$ cat config.mk
export PLATFORM = sky130hd
export DESIGN_NAME = dyt_regfile_sb_flat
export DESIGN_NICKNAME = d
export VERILOG_FILES = /design/src/rtl/dyt_rf_pkg.sv /design/src/rtl/dyt_regfile_sb_if.sv /design/src/rtl/dyt_rf_scoreboard.sv /design/src/rtl/dyt_regfile_sb.sv /design/src/flat_wrapper.sv
export SDC_FILE = /design/constraint.sdc
export NUM_CORES = 2
export LEC_CHECK = 0
export ABC_AREA = 0
export CORE_UTILIZATION = 30
export CTS_CLUSTER_DIAMETER = 150
export DETAILED_ROUTE_END_ITERATION = 16
export PLACE_DENSITY = 0.57
export SLEW_MARGIN = 30
export SYNTH_ARGS = -nofsm -noshare
export SYNTH_HDL_FRONTEND = slang
export SYNTH_SLANG_ARGS = --single-unit
$ cat constraint.sdc
create_clock -name clk -period 5.62 [get_ports clk]
set_input_delay 0.843 -clock clk [delete_from_list [all_inputs] [get_ports clk]]
set_output_delay 0.843 -clock clk [all_outputs]
set_load 0.05 [all_outputs]
$ cat src/rtl/dyt_rf_pkg.sv
// rtl/dyt_rf_pkg.sv - shared types and constants for the dyt scoreboarded register file
package dyt_rf_pkg;

  localparam int unsigned DEF_XLEN       = 32;
  localparam int unsigned DEF_ADDR_WIDTH = 5;
  localparam int unsigned ZERO_ADDR      = 0;

  typedef logic [DEF_ADDR_WIDTH-1:0] reg_addr_t;
  typedef logic [DEF_XLEN-1:0]       xlen_t;

  // Number of architectural registers for a given address width.
  function automatic int unsigned num_words(input int unsigned aw);
    return 32'd1 << aw;
  endfunction

endpackage

$ cat src/rtl/dyt_regfile_sb_if.sv
// rtl/dyt_regfile_sb_if.sv - issue/writeback bus of the scoreboarded register file
interface dyt_regfile_sb_if #(
  parameter int unsigned XLEN       = 32,
  parameter int unsigned ADDR_WIDTH = 5
);

  logic                  w_en;
  logic [ADDR_WIDTH-1:0] w_addr;
  logic [XLEN-1:0]       w_data;
  logic [ADDR_WIDTH-1:0] r_a_addr;
  logic [XLEN-1:0]       r_a_data;
  logic                  r_a_busy;
  logic [ADDR_WIDTH-1:0] r_b_addr;
  logic [XLEN-1:0]       r_b_data;
  logic                  r_b_busy;
  logic                  rsv_en;
  logic [ADDR_WIDTH-1:0] rsv_addr;
  logic                  rsv_stall;
  logic                  flush;
  logic [ADDR_WIDTH:0]   busy_cnt;

  modport master (
    output w_en, w_addr, w_data, r_a_addr, r_b_addr, rsv_en, rsv_addr, flush,
    input  r_a_data, r_a_busy, r_b_data, r_b_busy, rsv_stall, busy_cnt
  );

  modport slave (
    input  w_en, w_addr, w_data, r_a_addr, r_b_addr, rsv_en, rsv_addr, flush,
    output r_a_data, r_a_busy, r_b_data, r_b_busy, rsv_stall, busy_cnt
  );

endinterface

$ cat src/rtl/dyt_rf_scoreboard.sv
// rtl/dyt_rf_scoreboard.sv - per-register busy bits with reserve/release/flush and popcount
module dyt_rf_scoreboard
  import dyt_rf_pkg::*;
#(
  parameter int unsigned ADDR_WIDTH = DEF_ADDR_WIDTH,
  parameter bit          ZERO_REG   = 1'b1,
  localparam int unsigned NUM_WORDS = num_words(ADDR_WIDTH)
) (
  input  logic                  clk,
  input  logic                  rst,
  input  logic                  w_en,
  input  logic [ADDR_WIDTH-1:0] w_addr,
  input  logic                  rsv_en,
  input  logic [ADDR_WIDTH-1:0] rsv_addr,
  input  logic                  flush,
  output logic                  rsv_stall,
  output logic [NUM_WORDS-1:0]  busy,
  output logic [ADDR_WIDTH:0]   busy_cnt
);

  logic [NUM_WORDS-1:0] busy_nxt;
  logic [ADDR_WIDTH:0]  cnt_nxt;
  logic                 rel_ok;
  logic                 rsv_ok;

  // Refuse a reservation on a busy register unless this cycle's writeback releases it.
  always_comb begin
    rsv_stall = rsv_en & busy[rsv_addr] & ~(w_en & (w_addr == rsv_addr));
  end

  // Release before reserve so a same-address write+reserve leaves the register busy; flush wins.
  always_comb begin
    rel_ok   = w_en & ~(ZERO_REG && (w_addr == ADDR_WIDTH'(ZERO_ADDR)));
    rsv_ok   = rsv_en & ~rsv_stall & ~(ZERO_REG && (rsv_addr == ADDR_WIDTH'(ZERO_ADDR)));
    busy_nxt = busy;
    if (rel_ok) busy_nxt[w_addr] = 1'b0;
    if (rsv_ok) busy_nxt[rsv_addr] = 1'b1;
    if (flush) busy_nxt = '0;
    cnt_nxt = '0;
    for (int i = 0; i < NUM_WORDS; i++) begin
      cnt_nxt = cnt_nxt + {{ADDR_WIDTH{1'b0}}, busy_nxt[i]};
    end
  end

  // Busy vector and its population count advance together.
  always_ff @(posedge clk or negedge rst) begin
    if (!rst) begin
      busy     <= '0;
      busy_cnt <= '0;
    end else begin
      busy     <= busy_nxt;
      busy_cnt <= cnt_nxt;
    end
  end

endmodule

$ cat src/rtl/dyt_regfile_sb.sv
// rtl/dyt_regfile_sb.sv - 2R/1W register file with scoreboard; optional DYT_RF_BYPASS_EN write-through
module dyt_regfile_sb
  import dyt_rf_pkg::*;
#(
  parameter int unsigned XLEN       = DEF_XLEN,
  parameter int unsigned ADDR_WIDTH = DEF_ADDR_WIDTH,
  parameter bit          ZERO_REG   = 1'b1
) (
  input logic             clk,
  input logic             rst,
  dyt_regfile_sb_if.slave bus
);

  localparam int unsigned NUM_WORDS = num_words(ADDR_WIDTH);

  logic [XLEN-1:0]      mem [NUM_WORDS];
  logic [NUM_WORDS-1:0] busy;
  logic                 wr_ok;
  logic [XLEN-1:0]      a_data;
  logic [XLEN-1:0]      b_data;
  logic                 a_busy;
  logic                 b_busy;

  dyt_rf_scoreboard #(
    .ADDR_WIDTH (ADDR_WIDTH),
    .ZERO_REG   (ZERO_REG)
  ) u_sb (
    .clk       (clk),
    .rst       (rst),
    .w_en      (bus.w_en),
    .w_addr    (bus.w_addr),
    .rsv_en    (bus.rsv_en),
    .rsv_addr  (bus.rsv_addr),
    .flush     (bus.flush),
    .rsv_stall (bus.rsv_stall),
    .busy      (busy),
    .busy_cnt  (bus.busy_cnt)
  );

  // x0 is never written when it is hardwired to zero.
  always_comb begin
    wr_ok = bus.w_en & ~(ZERO_REG && (bus.w_addr == ADDR_WIDTH'(ZERO_ADDR)));
  end

  // Data array write; flush does not affect data.
  always_ff @(posedge clk or negedge rst) begin
    if (!rst) begin
      mem <= '{default: '0};
    end else if (wr_ok) begin
      mem[bus.w_addr] <= bus.w_data;
    end
  end

  // Asynchronous read ports, x0 forced to zero/not-busy, optional write-through.
  always_comb begin
    a_data = mem[bus.r_a_addr];
    a_busy = busy[bus.r_a_addr];
    b_data = mem[bus.r_b_addr];
    b_busy = busy[bus.r_b_addr];
    if (ZERO_REG && (bus.r_a_addr == ADDR_WIDTH'(ZERO_ADDR))) begin
      a_data = '0;
      a_busy = 1'b0;
    end
    if (ZERO_REG && (bus.r_b_addr == ADDR_WIDTH'(ZERO_ADDR))) begin
      b_data = '0;
      b_busy = 1'b0;
    end
`ifdef DYT_RF_BYPASS_EN
    if (wr_ok && (bus.w_addr == bus.r_a_addr)) begin
      a_data = bus.w_data;
      a_busy = 1'b0;
    end
    if (wr_ok && (bus.w_addr == bus.r_b_addr)) begin
      b_data = bus.w_data;
      b_busy = 1'b0;
    end
`else
    // Stored state only; a write becomes visible the cycle after.
`endif
    bus.r_a_data = a_data;
    bus.r_a_busy = a_busy;
    bus.r_b_data = b_data;
    bus.r_b_busy = b_busy;
  end

endmodule

$ cat src/flat_wrapper.sv
// flat-port wrapper written by rule: the top's interface ports become plain ports
module dyt_regfile_sb_flat import dyt_rf_pkg::*;
#(
  parameter int unsigned XLEN       = DEF_XLEN,
  parameter int unsigned ADDR_WIDTH = DEF_ADDR_WIDTH,
  parameter bit          ZERO_REG   = 1'b1
)
  (clk, rst, bus_w_en, bus_w_addr, bus_w_data, bus_r_a_addr, bus_r_b_addr, bus_rsv_en, bus_rsv_addr, bus_flush, bus_r_a_data, bus_r_a_busy, bus_r_b_data, bus_r_b_busy, bus_rsv_stall, bus_busy_cnt);
  dyt_regfile_sb_if #(.XLEN(XLEN), .ADDR_WIDTH(ADDR_WIDTH)) bus_i ();
  input logic clk;
  input logic rst;
  input wire logic [$bits(bus_i.w_en)-1:0] bus_w_en;
  input wire logic [$bits(bus_i.w_addr)-1:0] bus_w_addr;
  input wire logic [$bits(bus_i.w_data)-1:0] bus_w_data;
  input wire logic [$bits(bus_i.r_a_addr)-1:0] bus_r_a_addr;
  input wire logic [$bits(bus_i.r_b_addr)-1:0] bus_r_b_addr;
  input wire logic [$bits(bus_i.rsv_en)-1:0] bus_rsv_en;
  input wire logic [$bits(bus_i.rsv_addr)-1:0] bus_rsv_addr;
  input wire logic [$bits(bus_i.flush)-1:0] bus_flush;
  output wire logic [$bits(bus_i.r_a_data)-1:0] bus_r_a_data;
  output wire logic [$bits(bus_i.r_a_busy)-1:0] bus_r_a_busy;
  output wire logic [$bits(bus_i.r_b_data)-1:0] bus_r_b_data;
  output wire logic [$bits(bus_i.r_b_busy)-1:0] bus_r_b_busy;
  output wire logic [$bits(bus_i.rsv_stall)-1:0] bus_rsv_stall;
  output wire logic [$bits(bus_i.busy_cnt)-1:0] bus_busy_cnt;
  assign bus_i.w_en = bus_w_en;
  assign bus_i.w_addr = bus_w_addr;
  assign bus_i.w_data = bus_w_data;
  assign bus_i.r_a_addr = bus_r_a_addr;
  assign bus_i.r_b_addr = bus_r_b_addr;
  assign bus_i.rsv_en = bus_rsv_en;
  assign bus_i.rsv_addr = bus_rsv_addr;
  assign bus_i.flush = bus_flush;
  assign bus_r_a_data = bus_i.r_a_data;
  assign bus_r_a_busy = bus_i.r_a_busy;
  assign bus_r_b_data = bus_i.r_b_data;
  assign bus_r_b_busy = bus_i.r_b_busy;
  assign bus_rsv_stall = bus_i.rsv_stall;
  assign bus_busy_cnt = bus_i.busy_cnt;
  dyt_regfile_sb #(.XLEN(XLEN), .ADDR_WIDTH(ADDR_WIDTH), .ZERO_REG(ZERO_REG)) u_core (.clk(clk), .rst(rst), .bus(bus_i));
endmodule
==> flow_summary_export.csv <==
group,metric,value,unit
worst_setup_path,crit_start,"bus_rsv_addr[0]",
layout,fillers,18064,
logic_synthesis,synth.most_common_cell,"dfrtp_1",
layout,drive_above_1_share,0.592,
worst_setup_path,crit_buf_inv,9,
global_route,grt_pass1_wl,261,mm
logic_synthesis,synth_edf_count,0,
sta,fmax,0.170,GHz
worst_setup_path,arrival,6510,ps
sta,whs,108,ps
logic_synthesis,synth_seq_cells,1062,
logic_synthesis,yosysSeqAreaShare,0.463,
worst_setup_path,r2r-start,"u_core.u_sb.busy[9]",
worst_setup_path,start_kind,"input pin",
sta,rsz0062_at_grt,"yes",
pwr,p_switching,6.40,mW
logic_synthesis,yosys-top-cells-area,"dfrtp_1, mux4_2, mux2_2, clkbuf_1, fa_1",
clocking,htreeDepth,3,
route,post-route-drc-count,0,
logic_synthesis,synthesis.nets,3664,
route,vias,33965,
route,drtIter0Drc,2394,
global_route,grt_pass1_vias,36501,
global_route,grt_start_max_net_pins,147,
worst_setup_path,r2r-end,"u_core.u_sb.busy_cnt[2]",
global_route,grt-ovfl-total,0,
global_route,track_usage,0.183,
route,totalWireLength,175,mm
placed_design,hpwl,101,mm
logic_synthesis,synth.avg_cell_area,16.1,µm²
worst_setup_path,crit_path_end,"u_core.u_sb.busy_cnt[2]",
layout,nets,3738,
worst_setup_path,crit_type,"in2reg",
worst_setup_path,rr_worst_depth,19,
pwr,combPwrFrac,0.225,
floorplan,start_util,0.302,
clocking,postCtsHoldBufs,0,
route,dr.pass1.iters,6,
logic_synthesis,mappedNetlistArea,57400,µm²
floorplan,die_x,439,µm
pwr,finalPower,23.0,mW
worst_setup_path,crit_required,6240,ps
sta,fin_crit,5890,ps
worst_setup_path,cp-end-kind,"flop",
worst_setup_path,cp_slowest_cell,"fa_1",
worst_setup_path,path_common_cell,"fa_1",
floorplan,row_count,160,
sta,period_share,1.05,
logic_synthesis,postSynthCellCount,3576,
pwr,seq_power_share,0.435,
sta,fin_ws,-271,ps
clocking,cts_max_path_buffers,3,
clocking,cts_tree,"done",
pwr,vdd_ir_drop_max,0.000233,V
sta,tightest_slew,1070,ps
placed_design,preCtsSetupSlack,-1450,ps
placed_design,gp_congestion,0.887,
worst_setup_path,cp.depth,23,
pwr,leakage,28.0,nW
placed_design,port_buffers,129,
floorplan,fp.dieArea,193000,µm²
sta,drv_slew,0,
worst_setup_path,path_cells,"buf_4 > buf_12 > buf_12 > mux2i_4 > o22ai_2 > nor2_2 > a31oi_4 > o31a_1 > fa_1 > inv_2 > fa_2 > inv_1 > fa_2 > fa_1 > fa_1 > inv_1 > fa_1 > ha_2 > inv_2 > fa_2 > buf_4 > buf_6 > xnor2_1",
logic_synthesis,synth_top_area_share,0.463,
logic_synthesis,async_flop_share,1.00,
logic_synthesis,yosysWarnings,0,
logic_synthesis,ys.flop_type,"dfrtp_1",
sta,finalHoldViolations,0,
placed_design,placed_cells,6037,
floorplan,die_y,439,µm
clocking,cts.clk_slew.worst_paths,60,ps
run_status,status,"finished, violations left",
worst_setup_path,crit_family,"adder cells",
floorplan,pin_count,130,
layout,fin_cells,6258,
route,avgViaCountPerCell,5.43,
pwr,swShare,0.278,
clocking,cts_root_buffer,"clkbuf_16",
run_status,violations,"negative setup slack",
route,wl_per_cell,28.0,µm
clocking,clock_latency,740,ps
sta,setup_viol,5,
sta,setup-tns-final,-1060,ps
floorplan,design.core.area,190000,µm²
layout,syn_to_final_growth,16.0,%
logic_synthesis,synth_top_cell_by_area,"dfrtp_1",
clocking,cts_buffers,111,
worst_setup_path,slowest_delay,600,ps
worst_setup_path,r2r_slack,-230,ps
clocking,cts_num_sinks,1062,
pwr,pwr-share-clk,0.339,
sta,slew_headroom,0.284,
pwr,p_int,16.6,mW
global_route,antenna_found_initial,15,
min_path,hold_path_class,"in2async",
logic_synthesis,synth_commonest_cells,"dfrtp_1, mux2_2, mux4_2",
sta,skew,11.0,ps
pwr,powerDensity,345,nW/µm²
job,cap_violations,0,
worst_setup_path,cp_max_fo,5,
logic_synthesis,ys_types,45,
route,detail-route-antenna-nets,0,
## placed cells by master (no fill, tap or decap), drive strengths merged, types with 10 or more instances in the layout
| cell | Yosys | routed |
|---|---|---|
| buf | 204 | 298 |
| bufinv | 0 | 11 |
| clkbuf | 207 | 156 |
| clkdlybuf4s50 | 0 | 64 |
| clkinv | 0 | 28 |
| dfrtp | 1062 | 1062 |
| fa | 24 | 24 |
| inv | 94 | 99 |
| mux2 | 993 | 993 |
| mux2i | 14 | 14 |
| mux4 | 661 | 661 |
| nand2 | 84 | 84 |
| nand2b | 10 | 10 |
| nand3b | 23 | 23 |
| nor2 | 20 | 20 |
| o21ai | 68 | 68 |
| o31a | 13 | 13 |
| o31ai | 23 | 23 |
| or3b | 12 | 12 |
## repair_timing
item | CTS | global route
gates resized for setup | 49 | 37
buffers inserted | 6 | 4
setup endpoints to repair | 5 | 5
cloned | 1 | 0
pin swaps | 27 | 24
## worst reg2reg max path: stages (launching register included)
cell and delay [ps]:
dfrtp_1 380, mux4_2 500, nand2b_4 130, a31oi_4 150
o31a_1 360, fa_1 600, inv_2 60, fa_2 530
inv_1 60, fa_2 540, fa_1 430, fa_1 490
inv_1 50, fa_1 480, ha_2 190, inv_2 50
fa_2 390, buf_4 150, buf_6 100, xnor2_1 110
## state kept, by name, summed over array words and instances, names as in the netlist
register,cells
u_core.u_sb.busy_cnt,6
u_core.mem,1024
u_core.u_sb.busy,32
## kinds of logic (layout without fill, tap and decap cells)
logic type / count (synthesis) / after routing / share of synthesized area
muxes: 1668 / 1668 / 0.457
DFF: 1062 / 1062 / 0.463
buffers and inverters: 505 / 669 / 0.0389
and+or+nand+nor: 167 / 167 / 0.0148
AOI/OAI and AO/OA: 135 / 135 / 0.0157
adders and majority gates: 31 / 31 / 0.00989
xor gates and xnor gates: 8 / 8 / 0.00122
other: 0 / 7 / 0
## per-layer routing
metal,track usage,up-vias,routed length (µm)
li1,-,13951,-
met1,0.231,18945,71200
met2,0.319,772,90500
met3,0.0232,287,6370
met4,0.0710,10,6880
met5,0,-,54
## worst min path at each step
stage,startpoint,to,cells past startpoint
after global placement,u_core.mem[996],u_core.mem[996],0
after global routing,rst,u_core.mem[1018],1
after floorplan,u_core.mem[1000],u_core.mem[1000],1
final,rst,u_core.mem[986],1
after CTS,rst,u_core.mem[1018],1
after detailed placement,u_core.mem[1018],u_core.mem[1018],0
## metrics by stage
step	utilization	instance area (µm²)
floorplan	-	57500
global placement	0.328	62400
detailed placement	0.328	62400
CTS	0.350	66500
global route	0.350	66600
finish	0.350	66600
## cell type report
cell class | instances | area, µm² | area share
tap | 2511 | 3140 | 0.0472
sequential | 1062 | 26600 | 0.399
inverter | 94 | 353 | 0.00530
timing repair buffer | 372 | 3510 | 0.0528
antenna | 7 | 17.5 | 0.000263
clock inverter | 47 | 577 | 0.00866
clock buffer | 156 | 3260 | 0.0489
multi-input combinational | 2009 | 29200 | 0.438
## power by group through the flow
stage | Combinational (mW) | Clock, mW | Sequential, mW
after floorplan | 3.92 | 0 | 9.81
after global placement | 5.14 | 0 | 10.0
after detailed placement | 5.23 | 0 | 10.1
after CTS | 5.25 | 7.99 | 9.99
after global routing | 5.52 | 8.29 | 10.2
final | 5.18 | 7.81 | 10.0
(Power assumes the default switching activity.)
